===== config.mk =====
export PLATFORM = sky130hd
export DESIGN_NAME = aplic_prio_scanner
export DESIGN_NICKNAME = d
export VERILOG_FILES = /design/src/rtl/aplic_prio_scanner.sv
export SDC_FILE = /design/constraint.sdc
export NUM_CORES = 1
export LEC_CHECK = 0
export BUFFER_PORTS_ARGS = -buffer_cell sky130_fd_sc_hd__clkbuf_2
export CAP_MARGIN = 20
export CORE_ASPECT_RATIO = 1.4
export CORE_MARGIN = 8
export CORE_UTILIZATION = 25
export CTS_CLUSTER_DIAMETER = 120
export DETAILED_ROUTE_END_ITERATION = 8
export HOLD_SLACK_MARGIN = 0.15
export REMOVE_ABC_BUFFERS = 1
export SLEW_MARGIN = 20
export SYNTH_ARGS = -nofsm -noshare
export SYNTH_HDL_FRONTEND = slang
export SYNTH_SLANG_ARGS = --single-unit

===== constraint.sdc =====
create_clock -name i_clk -period 23.3 [get_ports i_clk]
set_input_delay 2.33 -clock i_clk [delete_from_list [all_inputs] [get_ports i_clk]]
set_output_delay 2.33 -clock i_clk [all_outputs]
set_load 0.02 [all_outputs]

===== src/rtl/aplic_prio_scanner.sv =====
// rtl/aplic_prio_scanner.sv - APLIC priority scanner: multi-cycle sweep of
// interrupt sources, publishing the best eligible source and handling claims.
module aplic_prio_scanner #(
  parameter int NR_SRC = 32,
  parameter int LANES  = 4,
  parameter int PRIO_W = 3
) (
  input  logic                       i_clk,
  input  logic                       ni_rst,
  input  logic [NR_SRC-1:0]          i_pending,
  input  logic [NR_SRC-1:0]          i_enabled,
  input  logic [NR_SRC*PRIO_W-1:0]   i_prio,
  input  logic [PRIO_W-1:0]          i_ithreshold,
  input  logic                       i_idelivery,
  input  logic                       i_claim,
  output logic [$clog2(NR_SRC)-1:0]  o_topi_id,
  output logic [PRIO_W-1:0]          o_topi_prio,
  output logic                       o_eip,
  output logic                       o_clr_valid,
  output logic [$clog2(NR_SRC)-1:0]  o_clr_id
);

  localparam int ID_W   = $clog2(NR_SRC);
  localparam int NR_GRP = NR_SRC / LANES;
  localparam int GRP_W  = (NR_GRP > 1) ? $clog2(NR_GRP) : 1;
  localparam logic [GRP_W-1:0] LAST_GRP = GRP_W'(NR_GRP - 1);

  typedef enum logic [1:0] {SCAN, PUBLISH, CLAIM} state_t;

  state_t            state, state_nxt;
  logic [GRP_W-1:0]  grp;
  logic [ID_W-1:0]   best_id, scan_id;
  logic [PRIO_W-1:0] best_prio, scan_prio;
  logic [PRIO_W-1:0] prio_arr [NR_SRC];

  for (genvar i = 0; i < NR_SRC; i++) begin : g_prio
    assign prio_arr[i] = i_prio[i*PRIO_W +: PRIO_W];
  end

  // Fold the current group into the running best; lanes are visited in
  // ascending id order and only strictly better priorities win, so ties
  // keep the lower id. best_id == 0 stands for "none".
  always_comb begin
    logic [ID_W-1:0]   src;
    logic [PRIO_W-1:0] eff;
    logic              elig;
    scan_id   = best_id;
    scan_prio = best_prio;
    src       = '0;
    eff       = '0;
    elig      = 1'b0;
    for (int l = 0; l < LANES; l++) begin
      src  = ID_W'(int'(grp) * LANES + l);
      eff  = (prio_arr[src] == '0) ? PRIO_W'(1) : prio_arr[src];
      elig = (src != '0) && i_pending[src] && i_enabled[src] &&
             ((i_ithreshold == '0) || (eff < i_ithreshold));
      if (elig && ((scan_id == '0) || (eff < scan_prio))) begin
        scan_id   = src;
        scan_prio = eff;
      end
    end
  end

  always_comb begin
    state_nxt = state;
    case (state)
      SCAN: begin
        if (i_claim)              state_nxt = CLAIM;
        else if (grp == LAST_GRP) state_nxt = PUBLISH;
      end
      PUBLISH: state_nxt = i_claim ? CLAIM : SCAN;
      CLAIM:   state_nxt = SCAN;
      default: state_nxt = SCAN;
    endcase
  end

  always_ff @(posedge i_clk or negedge ni_rst) begin
    if (!ni_rst) begin
      state       <= SCAN;
      grp         <= '0;
      best_id     <= '0;
      best_prio   <= '0;
      o_topi_id   <= '0;
      o_topi_prio <= '0;
      o_clr_id    <= '0;
    end else begin
      state <= state_nxt;
      if ((state != CLAIM) && i_claim) begin
        // A claim returns the currently published id and drops any publish.
        o_clr_id    <= o_topi_id;
        o_topi_id   <= '0;
        o_topi_prio <= '0;
        best_id     <= '0;
        best_prio   <= '0;
        grp         <= '0;
      end else begin
        case (state)
          SCAN: begin
            best_id   <= scan_id;
            best_prio <= scan_prio;
            grp       <= (grp == LAST_GRP) ? '0 : grp + GRP_W'(1);
          end
          PUBLISH: begin
            o_topi_id   <= best_id;
            o_topi_prio <= best_prio;
            best_id     <= '0;
            best_prio   <= '0;
            grp         <= '0;
          end
          default: begin
            o_topi_id   <= '0;
            o_topi_prio <= '0;
            best_id     <= '0;
            best_prio   <= '0;
            grp         <= '0;
          end
        endcase
      end
    end
  end

  assign o_clr_valid = (state == CLAIM) && (o_clr_id != '0);
  assign o_eip       = i_idelivery && (o_topi_id != '0);

endmodule


; ---- Word-level counts from Yosys, hierarchy flattened
; Index checks and enable logic that the tools add are counted.
[word_totals]
reg_bits = 26
inputBits = 167
wordCells = 135
[op_classes]
addsub = 4
magnitude_cmp = 16
n_eq_ne = 6
n_mux = 55
bitwise = 4
n_reduce_logical = 43
[op_table]
columns = op, count
row1 = 2-to-1 mux 3 bit, 22
row2 = binary-select mux 3 bit (select 5 bit), 4
row3 = 2-to-1 mux 5 bit, 7
row4 = binary-select mux 1 bit (select 5 bit), 6
row5 = nonzero test 5 bit, 6
row6 = "greater-or-equal comparator 6 bit, second input constant", 4
row7 = < comparator 3 bit, 8
row8 = "< comparator 5 x 6 -> 1 bit, second input constant", 4
row9 = NOT 5 -> 6 bit, 4
row10 = zero test 5 bit, 4
row11 = logical AND 1 bit, 19
row12 = zero test 3 bit, 5
row13 = "adder 5 x 2 -> 5 bit, second input constant", 2
row14 = one-hot mux 5 bit (2 select lines), 1
row15 = logical OR 1 bit, 8
row16 = 2-to-1 mux 1 bit, 8
row17 = binary-select mux 1 bit (select 3 bit), 2
row18 = 2-to-1 mux 2 bit, 3
row19 = one-hot mux 3 bit (2 select lines), 1
row20 = "adder 5 x 1 -> 5 bit, second input constant", 1
row21 = "!= test 2 bit, second input constant", 2
row22 = one-hot mux 2 bit (2 select lines), 1
row23 = "adder 3 x 1 -> 3 bit, second input constant", 1
row24 = "== test 3 bit, second input constant", 1
row25 = other kinds (4), 4

; ---- Depth between registers and ports, before layout
; Gate-level depths: netlist (run 1).
[depth]
word_depth = 25
ltp_mapped = 31

; ---- Worst setup path before layout (run 1)
; OpenSTA, ideal clock, no wires.
[synth_timing]
kind = input to register
startpoint = input port i_prio[62]
endpoint = register best_prio[1]
setup_time_ns = 0.125
arrival_ns = 8.962
required_ns = 23.175
setup_slack_ns = 14.213
stages = 29
path_buffers = 1
path_cell_list = mux4_2 > mux2_2 > ha_1 > nand2_1 > a221oi_2 > or4_1 > buf_2 > nor2_2 > nor2_1 > a21oi_1 > ha_1 > and3_1 > o221a_1 > o31a_1 > nor2_1 > nor2_1 > a21oi_1 > ha_1 > a21o_1 > a31oi_1 > a21boi_4 > or2b_2 > a21o_1 > ha_1 > or3_1 > o41a_1 > o31ai_2 > o21a_2 > mux2_4
[synth_between]
elab_chain_cells = 24
[synth_lines]
columns = item, line_no
row1 = "start, declared", 12  ; input logic [NR_SRC*PRIO_W-1:0] i_prio,
row2 = binary-select mux 3 bit (select 5 bit), 54  ; eff = (prio_arr[src] == '0) ? PRIO_W'(1) : prio_arr[src];
row3 = 2-to-1 mux 3 bit (not written as such) (2 in series), 54
row4 = zero test 3 bit, 54
row5 = 2-to-1 mux 3 bit, 54
row6 = < comparator 3 bit, 56  ; ((i_ithreshold == '0) || (eff < i_ithreshold));
row7 = logical OR 1 bit, 56
row8 = logical AND 1 bit, 55  ; elig = (src != '0) && i_pending[src] && i_enabled[src] &&
row9 = logical AND 1 bit, 57  ; if (elig && ((scan_id == '0) || (eff < scan_prio))) begin
row10 = [7 not listed], --
row11 = logical AND 1 bit, 57
row12 = 2-to-1 mux 3 bit / 2-to-1 mux 5 bit (equally long branches), 57
row13 = < comparator 3 bit / zero test 5 bit (equally long branches), 57
row14 = logical OR 1 bit, 57
row15 = logical AND 1 bit, 57
row16 = 2-to-1 mux 3 bit (*), 57
row17 = 2-to-1 mux 3 bit (*), 97  ; case (state)
row18 = 2-to-1 mux 3 bit (*), 88  ; if ((state != CLAIM) && i_claim) begin
row19 = "end signal, assigned", 100  ; best_prio <= scan_prio;
row20 = "end, declared", 33  ; logic [PRIO_W-1:0] best_prio, scan_prio;
; Mark *: on every way between the ends. The rest lies on a longest branch, timed or not. The select of a mux whose other input is x is not followed.
; A chain may end at the register's enable or synchronous reset.

; ---- Final worst setup path (run 1)
[layout_timing]
startpoint = input port i_prio[86]
endpoint = register best_prio[2]
; The elaborated chain is that of the path after synthesis.

==> impl_metrics.env, run 1 <==
export IMPL_outcome="completed"
export IMPL_drt_iter0_drc=124
export IMPL_yosys_area_top_type="dfrtp_1"
export IMPL_busiest_layer="met2"
export IMPL_tns_ps=0
export IMPL_startpoint_type="input port"
export IMPL_arrival_ps=9610
export IMPL_power_leakage_uw=0.002067
export IMPL_yosysSeqAreaShare_pct=20.15
export IMPL_max_freq_mhz=105.7
export IMPL_synthToLayoutAreaGrowth_pct=35.68
export IMPL_grt_overflow=0
export IMPL_use_met1_pct=13.56
export IMPL_slew_viol_final=0
export IMPL_hold_path_class="reg2reg"
export IMPL_grt_max_degree=48
export IMPL_drc=0
export IMPL_cts_max_path_buffers=2
export IMPL_syn_area_mm2=0.003229
export IMPL_cts_root_buffer="clkbuf_16"
export IMPL_tightest_slew_ps=726.0
export IMPL_ys_top_cells_by_area="dfrtp_1, mux4_2, ha_1"
export IMPL_cp_end_kind="register"
export IMPL_routabilityCongestion=0.8683
export IMPL_hold_end="state[1]"
export IMPL_hpwlAfterDp_mm=9.833
export IMPL_port_buffers=181
export IMPL_firstDrtPassIters=6
export IMPL_die_y_um=150.5
export IMPL_ir_drop_mv=0.03076
export IMPL_ys_async_sr_fraction_pct=100.0
export IMPL_grtUsageMet2_pct=27.10
export IMPL_r2r_slack_ps=15190
export IMPL_hold_slack_ps=465.5
export IMPL_via_count=3380
export IMPL_start_util_pct=25.32
export IMPL_cp_required_ps=23440
export IMPL_finClkSkew_ps=7.313
export IMPL_power_density_mw_per_mm2=50.65
export IMPL_clk_latency_ps=260
export IMPL_yosys_warnings=0
export IMPL_cpPeakStageDelay_ps=630
export IMPL_clkTransAtPathRegs_ps=60
export IMPL_period_needed_ps=9461
export IMPL_vias_per_cell=5.083
export IMPL_slew_headroom_pct=51.42
export IMPL_num_nets_final=696
export IMPL_synthFlopType="dfrtp_1"
export IMPL_layout_drive_gt1_share_pct=48.83
export IMPL_avgSynthCellArea_um2=9.498
export IMPL_wl_mm=11.30
export IMPL_synth_edf_count=0
export IMPL_synth_top_area_share_pct=20.15
export IMPL_hold_depth=1
export IMPL_rsz0062_at_grt="false"
export IMPL_min_period_over_period_pct=40.61
export IMPL_clock_sinks=26
export IMPL_antenna_found_initial=0
export IMPL_min_from="state[1]"
export IMPL_final_hold_violation_count=0
export IMPL_reg2reg_to="best_prio[2]"
export IMPL_path_common_cell="ha_1"
export IMPL_wl_per_cell_um=16.99
export IMPL_synth_distinct_cells=66
export IMPL_die_width_um=112.1
export IMPL_ys_seq_elements=26
export IMPL_critPathKind="in2reg"
export IMPL_post_route_util_pct=34.36
export IMPL_coreArea_mm2=0.01275
export IMPL_cts_tree="done"
export IMPL_grt_pass1_vias=3899
export IMPL_holdBufCountCts=0
export IMPL_reg2reg_from="grp[0]"
export IMPL_diodes=0
export IMPL_io_pins=182
export IMPL_r2r_cells=28
export IMPL_max_cap_violations=0
export IMPL_die_area_mm2=0.01686
export IMPL_htree_num_levels=1
export IMPL_synth_cells=340
export IMPL_track_usage_pct=13.33
export IMPL_cts_made_buffers=3
export IMPL_grt_first_pass_wirelength_mm=18.51
export IMPL_num_rows=49
export IMPL_post_cts_setup_buffer_count=0
export IMPL_worst_path_max_delay_cell="or4_1"
export IMPL_finalSetupViolCount=0
export IMPL_ctsResizeCount=0
export IMPL_ant_nets=0
export IMPL_cp_max_fo=9
export IMPL_grt_util_met3_pct=2.529
-- final cells by class --
class	count	area, um^2
tap	153	191.4
clock buffer	3	75.07
multi-input combinational	286	2454
fill	1365	8371
inverter	11	43.79
timing repair buffer	185	935.9
sequential	26	651.9
clock inverter	1	30.03
-- routing by layer --
metal | vias to the layer above | routed length, um
met1 | 1592 | 4220
met2 | 114 | 6401
met5 | - | 0
li1 | 1666 | -
met3 | 8 | 561
met4 | 0 | 119
-- registers in the layout, indices dropped and copies added (netlist names) --
register     cells
best_prio        3
o_clr_id         5
state            2
grp              3
best_id          5
o_topi_prio      3
o_topi_id        5
-- how the worst max path moves through the flow --
stage	from	to	slack, ps	cells after the start
final	i_prio[86]	best_prio[2]	13840	29
after global routing	i_prio[62]	best_prio[1]	13350	29
after CTS	i_prio[86]	best_prio[2]	13830	29
after detailed placement	i_prio[86]	best_prio[2]	13560	29
after global placement	i_prio[62]	best_prio[2]	13720	29
after floorplan	i_prio[62]	best_prio[1]	14230	28
-- critical path: cells and delay by family --
kind / cells / cell delay, ps
and+or+nand+nor: 9 / 2460
AOI/OAI and AO/OA: 12 / 2560
adders and majority gates: 4 / 1070
buffers and inverters: 1 / 80
muxes: 3 / 1090
-- logic make-up after synthesis --
family,share of synthesized area (%)
compound gates,20.53
fa+ha+maj,6.199
buf+inv,3.874
flops,20.15
mux,30.57
simple gates,18.68
-- Yosys cell counts (2+ instances only) --
master	count
o211ai_1	7
nand2b_1	4
nand3_1	16
inv_2	2
nor2_1	21
mux4_2	27
clkbuf_1	9
a31oi_1	2
mux2_2	13
inv_1	8
nand4b_1	3
nor4_1	2
or4_1	3
nand2_1	40
and2_1	11
nor3_1	7
o21a_1	7
or3_1	3
buf_2	5
a211oi_1	5
a21boi_0	2
dfrtp_1	26
o21ai_0	20
ha_1	16
o41a_1	2
a21o_1	4
or2_2	3
a21oi_1	11
mux2_4	2
nor2b_1	3
o22ai_1	2
mux2i_1	18
o2111a_1	2
a221oi_1	2
-- power by group --
group          total (uW)  switching, uW  internal [uW]  leakage [uW]
Combinational         121           62.8           57.9       0.00166
Clock                49.5           15.3           34.2     0.0000511
Sequential           51.8           4.06           47.7      0.000357
-- cell usage in the layout (no fill, tap or decap), types with 2 or more instances in the layout --
cell	Yosys	layout
nor2_1	21	21
nand4b_1	3	3
mux2_2	13	13
a21oi_1	11	11
or4_1	3	3
mux2_4	2	2
clkbuf_16	0	3
o22ai_1	2	2
mux4_2	27	27
o21a_1	7	7
a221oi_1	2	2
nand2_1	40	40
or3_1	3	3
nand3_1	16	16
and2_1	11	11
or2_2	3	3
nor3_1	7	7
o21ai_0	20	20
a21o_1	4	4
nor4_1	2	2
nand2b_1	4	4
buf_4	1	4
dfrtp_1	26	25
a21boi_0	2	2
a211oi_1	5	5
ha_1	16	16
mux2i_1	18	18
clkbuf_2	0	181
o41a_1	2	2
inv_1	8	8
inv_2	2	2
a31oi_1	2	2
o211ai_1	7	7
o2111a_1	2	2
nor2b_1	3	3
-- metrics by stage --
stage | power [uW] | cells | area (um^2) | setup slack (ps)
finish | 221.9 | 665 | 4382 | 13840
global route | 238.9 | 665 | 4382 | 13350
CTS | 224.0 | 665 | 4382 | 13830
detailed placement | 173.7 | 661 | 4277 | 13560
global placement | 172.5 | 661 | 4277 | 13720
floorplan | 136.4 | 323 | 3148 | 14230
Power figures use the tool's default switching activity.
==> run 2: changes to the inputs <==
clock period = 8.9 ns   (was 23.3 ns; I/O delays follow)
==> impl_metrics.env, run 2 (synthesis results as in run 1) <==
export IMPL_outcome="completed"
export IMPL_critPathKind="in2reg"
export IMPL_cts_made_buffers=3
export IMPL_cp_end_kind="register"
export IMPL_n_fill_cell=1379
export IMPL_start_util_pct=25.32
export IMPL_vias_per_cell=5.175
export IMPL_clkTransAtPathRegs_ps=60
export IMPL_post_route_util_pct=34.35
export IMPL_num_rows=49
export IMPL_power_density_mw_per_mm2=128.4
export IMPL_period_needed_ps=8045
export IMPL_hold_path_class="reg2reg"
export IMPL_arrival_ps=8190
export IMPL_clock_sinks=26
export IMPL_firstDrtPassIters=4
export IMPL_routabilityCongestion=0.8785
export IMPL_post_cts_setup_buffer_count=0
export IMPL_die_y_um=150.5
export IMPL_slew_headroom_pct=51.20
export IMPL_setup_ws_ps=854.7
export IMPL_drc=0
export IMPL_pre_cts_ws_ps=591.0
export IMPL_final_hold_violation_count=0
export IMPL_path_common_cell="ha_1"
export IMPL_slew_viol_final=0
export IMPL_grt_overflow=0
export IMPL_tns_ps=0
export IMPL_ir_drop_mv=0.06784
export IMPL_ctsResizeCount=0
export IMPL_power_leakage_uw=0.002069
export IMPL_hold_slack_ps=464.2
export IMPL_path_delay_family="compound AO/OA/AOI/OAI gates"
export IMPL_wl_mm=11.61
export IMPL_finalSetupViolCount=0
export IMPL_grt_max_degree=36
export IMPL_cts_root_buffer="clkbuf_16"
export IMPL_coreArea_mm2=0.01275
export IMPL_layout_common_cells="clkbuf_2, nand2_1, mux4_2"
export IMPL_reg_largest_list="best_id (5), o_clr_id (5), o_topi_id (5)"
export IMPL_clk_latency_ps=260
export IMPL_ant_nets=0
export IMPL_cp_max_fo=9
export IMPL_max_cap_violations=0
export IMPL_wl_per_cell_um=17.41
export IMPL_synthToLayoutAreaGrowth_pct=35.65
export IMPL_rsz0062_at_grt="false"
export IMPL_drt_iter0_drc=114
export IMPL_cts_max_path_buffers=2
export IMPL_die_width_um=112.1
export IMPL_worst_path_max_delay_cell="or4_1"
export IMPL_max_freq_mhz=124.3
export IMPL_via_count=3452
export IMPL_die_area_mm2=0.01686
export IMPL_port_buffers=181
export IMPL_htree_num_levels=1
export IMPL_layout_drive_gt1_share_pct=49.03
export IMPL_holdBufCountCts=0
export IMPL_cts_tree="done"
export IMPL_grt_first_pass_wirelength_mm=18.63
export IMPL_startpoint_type="input port"
export IMPL_p_total_uw=562.6
export IMPL_grt_pass1_vias=3901
export IMPL_track_usage_pct=13.53
export IMPL_cpPeakStageDelay_ps=640
export IMPL_min_period_over_period_pct=90.40
export IMPL_tightest_slew_ps=729.3
export IMPL_hpwlAfterDp_mm=10.06
export IMPL_crit_buf_inv=1
export IMPL_antenna_found_initial=0
export IMPL_num_nets_final=698
export IMPL_finClkSkew_ps=2.139
export IMPL_cp_required_ps=9040
export IMPL_diodes=0
export IMPL_io_pins=182
export IMPL_layout_commonest_cell="clkbuf_2"
[run 2: cell types whose count changed in the layout (fill, tap and decap cells not counted)]
cell       before  now
buf_4           4    6
bufinv_16       1    0
clkbuf_8        0    1
[run 2: cell type report]
type	instances	area (um^2)	area share [%]
clock buffers	4	88.84	2.028
inverters	11	43.79	0.9997
multi-input cells	286	2454	56.01
flip-flops and latches	26	651.9	14.88
well taps	153	191.4	4.370
repair buffers	187	950.9	21.71
[run 2: path summary, 6_finish.rpt]
| path | slack, ps | from | to | cells past startpoint |
|---|---|---|---|---|
| setup / recovery | 850 | i_prio[86] | best_prio[2] | 29 |
| hold / removal | 460 | state[1] | state[1] | 1 |
| setup reg to reg | 920 | grp[0] | best_prio[2] | 28 |
| hold reg to reg | 460 | state[1] | state[1] | 1 |
| max in group asynchronous | 7800 | ni_rst | grp[0] | 1 |
| min in group asynchronous | 650 | ni_rst | o_topi_prio[2] | 1 |
[run 2: power by group]
part | switching (uW) | internal [uW]
sequential | 10.2 | 125
clock | 38.9 | 68.7
combinational | 167 | 152
[run 2: per-layer routing]
metal  vias to the layer above  part of all wire (%)  GRT usage [%]  wire length [um]
li1                       1678                     -              -                 -
met3                        11                   4.9          2.328               568
met2                       116                    55          27.07              6414
met1                      1647                    39          14.17              4477
met4                         0                   1.3          3.453               153
met5                         -                     0              0                 0
[run 2: per-stage QoR]
stage,instances,area [um^2]
floorplan,323,3148
global placement,663,4292
detailed placement,663,4292
CTS,667,4380
global route,667,4380
finish,667,4380
==> run 3: changes to the inputs <==
BUFFER_PORTS_ARGS = default   (was -buffer_cell sky130_fd_sc_hd__clkbuf_2)
DONT_BUFFER_PORTS = 1   (was default)
==> impl_metrics.env, run 3 (synthesis results as in run 1) <==
export IMPL_startpoint_type="register"
export IMPL_coreArea_mm2=0.01275
export IMPL_worst_path_max_delay_cell="or4_1"
export IMPL_period_needed_ps=8135
export IMPL_cts_tree="done"
export IMPL_hpwlAfterDp_mm=9.028
export IMPL_ctsResizeCount=0
export IMPL_clock_sinks=26
export IMPL_path_delay_family="compound AO/OA/AOI/OAI gates"
export IMPL_min_period_over_period_pct=91.41
export IMPL_ant_nets=0
export IMPL_tightest_slew_ps=917.3
export IMPL_cp_required_ps=9050
export IMPL_arrival_ps=8290
export IMPL_power_leakage_uw=0.001302
export IMPL_slew_headroom_pct=38.28
export IMPL_cpPeakStageDelay_ps=640
export IMPL_layout_common_cells="nand2_1, mux4_2, dfrtp_1"
export IMPL_num_rows=49
export IMPL_rsz0062_at_grt="false"
export IMPL_cts_root_buffer="clkbuf_16"
export IMPL_hold_path_class="in2async"
export IMPL_diodes=0
export IMPL_crit_buf_inv=1
export IMPL_grt_max_degree=47
export IMPL_clk_latency_ps=260
export IMPL_finClkSkew_ps=3.211
export IMPL_clkTransAtPathRegs_ps=70
export IMPL_die_y_um=150.5
export IMPL_final_hold_violation_count=0
export IMPL_ir_drop_mv=0.07599
export IMPL_max_freq_mhz=122.9
export IMPL_via_count=2819
export IMPL_layout_commonest_cell="nand2_1"
export IMPL_finalSetupViolCount=0
export IMPL_layout_drive_gt1_share_pct=20.61
export IMPL_outcome="completed"
export IMPL_num_nets_final=514
export IMPL_p_total_uw=548.5
export IMPL_hold_slack_ps=314.4
export IMPL_drt_iter0_drc=116
export IMPL_synthToLayoutAreaGrowth_pct=7.400
export IMPL_cp_end_kind="register"
export IMPL_wl_per_cell_um=21.66
export IMPL_power_density_mw_per_mm2=158.2
export IMPL_wl_mm=10.46
export IMPL_grt_pass1_vias=3170
export IMPL_vias_per_cell=5.836
export IMPL_drc=0
export IMPL_htree_num_levels=1
export IMPL_max_cap_violations=0
export IMPL_start_util_pct=25.32
export IMPL_cts_made_buffers=3
export IMPL_grt_overflow=0
export IMPL_reg_largest_list="best_id (5), o_clr_id (5), o_topi_id (5)"
export IMPL_slew_viol_final=0
export IMPL_io_pins=182
export IMPL_critPathKind="reg2reg"
export IMPL_cts_max_path_buffers=2
export IMPL_die_width_um=112.1
export IMPL_post_cts_setup_buffer_count=0
export IMPL_grt_first_pass_wirelength_mm=16.42
export IMPL_track_usage_pct=12.18
export IMPL_routabilityCongestion=0.9257
export IMPL_tns_ps=0
export IMPL_post_route_util_pct=27.20
export IMPL_holdBufCountCts=0
export IMPL_die_area_mm2=0.01686
export IMPL_firstDrtPassIters=4
export IMPL_port_buffers=0
export IMPL_cp_max_fo=46
export IMPL_antenna_found_initial=0
==> run 3: changes by cell type in the layout (fill, tap and decap cells not counted) <==
cell,delta
clkbuf_2,-181
buf_4,-3
clkbuf_8,-1
bufinv_16,+1
==> run 3: worst paths after layout <==
kind,startpoint,end,slack [ps],cells past startpoint
hold / removal,ni_rst,o_topi_id[1],310,0
min in group i_clk,state[1],state[1],470,1
setup / recovery,grp[0],best_prio[1],760,27
setup reg to reg,grp[0],best_prio[1],760,27
max in group asynchronous,ni_rst,grp[0],8500,0
hold reg to reg,state[1],state[1],470,1
==> run 3: routing by layer <==
layer	GRT usage, %	wire [um]
met1	12.60	3849
met2	23.12	5705
met3	2.730	663
met4	5.281	245
met5	0	0
==> run 3: where the power goes <==
part | switching [uW] | internal (uW)
Clock | 41.7 | 89.5
Sequential | 10.8 | 125
Combinational | 155 | 127
Total | 208 | 341
==> run 3: layout make-up <==
class                   count  area, um^2
repair buffers              3       22.52
inverters                  11       43.79
clock inverters             1       30.03
well taps                 153       191.4
multi-input cells         286        2454
fillers                  1343        9284
clock buffers               3       75.07
flip-flops and latches     26       651.9
==> run 3: per-stage QoR <==
stage	std cells	worst slack, ps	cell area [um^2]
after global routing	483	325.0	3468
after global placement	479	906.9	3363
after detailed placement	479	692.4	3363
final	483	764.7	3468
after floorplan	323	398.7	3148
after CTS	483	790.2	3468
